`config.mk`:
```
export PLATFORM = sky130hd
export DESIGN_NAME = stopwatch_ctrl
export DESIGN_NICKNAME = d
export VERILOG_FILES = /design/src/rtl/stopwatch_pkg.sv /design/src/rtl/bcd_digit_counter.sv /design/src/rtl/stopwatch_ctrl.sv
export SDC_FILE = /design/constraint.sdc
export NUM_CORES = 1
export LEC_CHECK = 0
export CELL_PAD_IN_SITES_DETAIL_PLACEMENT = 1
export CELL_PAD_IN_SITES_GLOBAL_PLACEMENT = 1
export CORE_MARGIN = 2
export CORE_UTILIZATION = 43
export DETAILED_ROUTE_END_ITERATION = 8
export PLACE_DENSITY_LB_ADDON = 0.25
export RECOVER_POWER = 25
export SYNTH_ARGS = -nofsm -noshare
export SYNTH_HDL_FRONTEND = slang
export SYNTH_SLANG_ARGS = --single-unit
```
`constraint.sdc`:
```
create_clock -name clk -period 6.5 [get_ports clk]
set_clock_uncertainty 0.15 [all_clocks]
set_input_delay 1.3 -clock clk [delete_from_list [all_inputs] [get_ports clk]]
set_output_delay 1.3 -clock clk [all_outputs]
set_load 0.02 [all_outputs]
```
`src/rtl/stopwatch_pkg.sv`:
```
// Shared types and constants for the stopwatch controller.
//   state_e  : controller state encoding (idle / run / pause)
//   ONES_MAX : last value of a ones digit before it wraps
//   TENS_MAX : last value of a tens digit before it wraps
package stopwatch_pkg;

  typedef enum logic [1:0] {
    StIdle  = 2'b00,
    StRun   = 2'b01,
    StPause = 2'b10
  } state_e;

  localparam int unsigned ONES_MAX = 9;
  localparam int unsigned TENS_MAX = 5;

endpackage

```
`src/rtl/bcd_digit_counter.sv`:
```
// One BCD digit of the stopwatch chain.
//   clk, rst_n : system clock, async active-low reset
//   inc        : advance the digit by one (wraps MAX -> 0)
//   clr        : synchronous clear to 0, dominates inc
//   value      : registered digit value
//   carry      : combinational, inc & (value == MAX); feeds the next digit
module bcd_digit_counter #(
  parameter int unsigned MAX   = 9,
  parameter int unsigned Width = 4
) (
  input  logic             clk,
  input  logic             rst_n,
  input  logic             inc,
  input  logic             clr,
  output logic [Width-1:0] value,
  output logic             carry
);

  localparam logic [Width-1:0] ValMax = Width'(MAX);

  logic [Width-1:0] value_q, value_d;
  logic             at_max;

  assign at_max = (value_q == ValMax);
  assign carry  = inc & at_max;

  always_comb begin
    value_d = value_q;
    if (clr) begin
      value_d = '0;
    end else if (inc) begin
      value_d = at_max ? '0 : value_q + Width'(1);
    end
  end

  always_ff @(posedge clk or negedge rst_n) begin
    if (!rst_n) begin
      value_q <= '0;
    end else begin
      value_q <= value_d;
    end
  end

  assign value = value_q;

endmodule

```
`src/rtl/stopwatch_ctrl.sv`:
```
// Run/pause/clear MM:SS stopwatch counting rising edges of a divided tick level.
//   clk, rst_n          : system clock, async active-low reset
//   tick_in             : divided clock level (same domain, no synchronizer)
//   start_stop          : 1-cycle pulse toggling run/pause (idle -> run)
//   clear               : 1-cycle pulse returning to idle at 00:00
//   sec_ones..min_tens  : registered BCD digits
//   running             : registered, high while in run
//   rollover            : registered 1-cycle pulse on the 59:59 -> 00:00 wrap
module stopwatch_ctrl
  import stopwatch_pkg::*;
#(
  parameter int unsigned TICKS_PER_SEC = 100
) (
  input  logic       clk,
  input  logic       rst_n,
  input  logic       tick_in,
  input  logic       start_stop,
  input  logic       clear,
  output logic [3:0] sec_ones,
  output logic [2:0] sec_tens,
  output logic [3:0] min_ones,
  output logic [2:0] min_tens,
  output logic       running,
  output logic       rollover
);

  localparam int unsigned PresW = (TICKS_PER_SEC > 1) ? $clog2(TICKS_PER_SEC) : 1;
  localparam logic [PresW-1:0] PresLast = PresW'(TICKS_PER_SEC - 1);

  state_e           state_q;
  logic [PresW-1:0] presc_q;
  logic             tick_prev_q;
  logic             running_q;
  logic             rollover_q;

  logic tick_rise;
  logic sec_adv;
  logic so_carry, st_carry, mo_carry, mt_carry;

  assign tick_rise = tick_in & ~tick_prev_q;
  assign sec_adv   = (state_q == StRun) & tick_rise & (presc_q == PresLast);

  always_ff @(posedge clk or negedge rst_n) begin
    if (!rst_n) begin
      state_q     <= StIdle;
      presc_q     <= '0;
      tick_prev_q <= 1'b0;
      running_q   <= 1'b0;
      rollover_q  <= 1'b0;
    end else begin
      tick_prev_q <= tick_in;
      // Wrap pulse coincides with the digits first showing 00:00; clear suppresses it.
      rollover_q  <= mt_carry & ~clear;
      if (clear) begin
        state_q   <= StIdle;
        presc_q   <= '0;
        running_q <= 1'b0;
      end else begin
        unique case (state_q)
          StIdle: begin
            if (start_stop) begin
              state_q   <= StRun;
              presc_q   <= '0;
              running_q <= 1'b1;
            end
          end
          StRun: begin
            // The tick is still counted on the cycle that pauses.
            if (tick_rise) begin
              presc_q <= (presc_q == PresLast) ? '0 : presc_q + PresW'(1);
            end
            if (start_stop) begin
              state_q   <= StPause;
              running_q <= 1'b0;
            end
          end
          StPause: begin
            if (start_stop) begin
              state_q   <= StRun;
              running_q <= 1'b1;
            end
          end
          default: begin
            state_q   <= StIdle;
            presc_q   <= '0;
            running_q <= 1'b0;
          end
        endcase
      end
    end
  end

  bcd_digit_counter #(.MAX(ONES_MAX), .Width(4)) u_sec_ones (
    .clk   (clk),
    .rst_n (rst_n),
    .inc   (sec_adv),
    .clr   (clear),
    .value (sec_ones),
    .carry (so_carry)
  );

  bcd_digit_counter #(.MAX(TENS_MAX), .Width(3)) u_sec_tens (
    .clk   (clk),
    .rst_n (rst_n),
    .inc   (so_carry),
    .clr   (clear),
    .value (sec_tens),
    .carry (st_carry)
  );

  bcd_digit_counter #(.MAX(ONES_MAX), .Width(4)) u_min_ones (
    .clk   (clk),
    .rst_n (rst_n),
    .inc   (st_carry),
    .clr   (clear),
    .value (min_ones),
    .carry (mo_carry)
  );

  bcd_digit_counter #(.MAX(TENS_MAX), .Width(3)) u_min_tens (
    .clk   (clk),
    .rst_n (rst_n),
    .inc   (mo_carry),
    .clr   (clear),
    .value (min_tens),
    .carry (mt_carry)
  );

  assign running  = running_q;
  assign rollover = rollover_q;

endmodule

```
==> run summary <==
Status -> complete, no violations
CP top delay family -> simple AND/OR/NAND/NOR gates
Setup crit end kind -> register
Non-Filler Instances -> 192
Via count -> 1086
Total global-route track usage -> 0.188
Routed wire length -> 2900 µm
Required @ worst endpoint -> 6.60 ns
VDD IR max -> 0.000105 V
Layout cells sized above 1 -> 0.0566
Max cap viols -> 0
Initial antenna violation count -> 0
Per-cell routed wire length -> 15.1 µm
Grt ovf -> 0
Critical-path top delay cell -> or4bb_1
Clk slew on worst S/H paths -> 0.14 ns
First-pass GRT wire length -> 5020 µm
Worst setup SP type -> primary input
Asr flop ratio synth -> 1.00
Final cycle utilization of the critical path -> 0.557
CP arrival -> 3.72 ns
Pre-antenna DRT Iters -> 4
Nets -> 168
Final Slew Violations -> 0
Io pins -> 21
Final setup viols -> 0
Vias in the first global route -> 1147
Vias per cell -> 5.66
P&R area growth vs syn -> 19.9%
Net Count, Synth -> 145
Sequential-to-total area share from yosys stat -> 0.477
DRT antenna net count -> 0
Yosys synthesis warning count -> 0
Count of cell types in the netlist -> 33
Clock latency on the worst-skew pair -> 0.32 ns
CTS sink count -> 25
Total core area -> 0.00298 mm²
RSZ-0062 raised after global routing -> no
Pwr dens -> 158 mW/mm²
Post-CTS sizing -> 0
TritonCTS Buffers -> 3
F_max -> 0.276 GHz
Area share of the largest cell type after synthesis -> 0.477
Aggregate negative setup slack -> 0 ns
Post-DP HPWL -> 2160 µm
Post-synth design cell area -> 0.00131 mm²
Critical path class -> in -> reg
Initial detailed-routing violation count -> 21
IO buf count -> 20
CTS tree -> yes
Fin crit period -> 3.62 ns
Top FF cell, synth -> dfrtp_1
Syn Area/Cell -> 9.57 µm²
Post-synth EDFFs -> 0
Hold Path Class -> reg -> reg
Flops & latches, synth -> 25
Cells after synthesis -> 137
Post-CTS Setup Repair Bufs -> 0
Fillers -> 351
RePlAce Congestion -> 0.758
Post-synth top area cell -> dfrtp_1
Die W -> 59.2 µm
Ranking of synthesized cells by area -> dfrtp_1 (48%), nor2_1 (7.7%), xor2_1 (6.0%), nand2_1 (3.4%), o21ai_0 (3.1%)
Die area -> 0.00351 mm²
DRC -> 0
FP Rows -> 20
Initial core utilization -> 0.440
Cells along the critical path -> dlygate4sd3_1 > or4bb_1 > nor4_4 > nand4_2 > or3b_1 > a21oi_2
Slew @ Worst Pin -> 1.37 ns
Relative slew slack -> 0.0857
Antenna cells -> 0
Longest Clk Path Bufs -> 2
Final Hold Vio Count -> 0
CP max stage delay -> 0.58 ns
Die H -> 59.2 µm
Lkg Pwr -> 0.000656 µW
CTS root buf -> clkbuf_4
Worst path buffer plus inverter count -> 1
Placed insts -> 188
H-tree levels -> 1
Hold Buf Count CTS -> 0
Pin count of the biggest net entering global routing -> 26
Critical path fanouts, max -> 8
## synth_stat cells, drive strengths merged, types with 2 or more instances
library cell and instances:
dfrtp 25, nor2 27, nand3 3, inv 2, ha 3, nand3b 2
nand2b 2, xor2 9, o21ai 8, nand2 12, a21oi 8, clkbuf 3
nor3 5, nor2b 4, mux2i 3, o2111ai 2, nand4b 2, or3 2
o211ai 2
## registers in the layout (all words and copies together) (netlist names)
name	count
presc_q	7
u_sec_tens.value	3
tick_prev_q	1
state_q	2
u_sec_ones.value	4
u_min_ones.value	4
u_min_tens.value	3
rollover	1
## metal layers
| metal | up-vias | share of wire | track usage |
|---|---|---|---|
| met5 | - | 0 | 0 |
| met4 | 0 | 0.0065 | 0.0714 |
| met1 | 553 | 0.43 | 0.234 |
| met2 | 10 | 0.54 | 0.330 |
| met3 | 2 | 0.016 | 0.0197 |
| li1 | 521 | - | - |
## worst paths after layout
kind                                          start             endpoint  slack [ns]  depth (start not counted)
max in group asynchronous                     rst_n           presc_q[5]        3.75                          2
worst min-delay path            u_min_tens.value[1]             rollover        0.37                          1
worst min register to register  u_min_tens.value[1]             rollover        0.37                          1
worst max-delay path                        tick_in  u_min_tens.value[2]        2.88                          6
min in group asynchronous                     rst_n  u_min_ones.value[0]        1.65                          2
worst max register to register           presc_q[3]  u_min_tens.value[2]        3.92                          5
## placed cells by master, fill, tap and decap left out, drive strengths merged
cell type	instances
a21oi	8
and2	1
and3	1
and3b	1
and4b	1
clkbuf	4
clkdlybuf4s50	18
clkinv	1
dfrtp	25
dlygate4sd3	2
ha	3
inv	2
mux2	1
mux2i	3
nand2	12
nand2b	2
nand3	3
nand3b	2
nand4	1
nand4b	2
nor2	27
nor2b	4
nor3	5
nor3b	1
nor4	1
nor4b	1
o2111ai	2
o211ai	2
o21ai	8
o22a	1
or3	2
or3b	1
or4b	1
or4bb	1
xor2	9
## metrics by stage
step / worst slack [ns] / hold WS, ns / cell area (µm²) / utilization / total power (µW)
after floorplan: 3.33 / 0.346 / 1310 / - / 171
after global placement: 2.68 / 0.337 / 1550 / 0.520 / 181
after detailed placement: 2.60 / 0.349 / 1550 / 0.520 / 182
after CTS: 2.96 / 0.367 / 1580 / 0.529 / 253
after global routing: 2.74 / 0.394 / 1570 / 0.528 / 259
final: 2.88 / 0.365 / 1570 / 0.528 / 249
## cells by family after synthesis
group | after synthesis | synth area share
adders and majority gates | 3 | 0.0286
DFF | 25 | 0.477
AOI/OAI and AO/OA | 21 | 0.0954
muxes | 4 | 0.0315
xor gates and xnor gates | 9 | 0.0601
and+or+nand+nor | 70 | 0.293
buffers and inverters | 5 | 0.0143
## final cells by class
type                            instances  area, µm²  area share
Multi-Input combinational cell        107        667       0.424
Sequential cell                        25        626       0.398
Timing Repair Buffer                   21        204       0.130
Tap cell                               33       41.3      0.0263
Clock buffer                            3       22.5      0.0143
Inverter                                2       7.51     0.00477
Clock inverter                          1       5.00     0.00318
## power breakdown
| part | leakage (µW) | total [µW] | switching (µW) | internal, µW |
|---|---|---|---|---|
| logic | 0.000293 | 18.4 | 12.2 | 6.20 |
| registers | 0.000345 | 159 | 1.98 | 157 |
| clock network | 0.0000177 | 70.9 | 47.8 | 23.0 |
| total | 0.000656 | 249 | 62.0 | 187 |
Power figures use the tool's default switching activity.
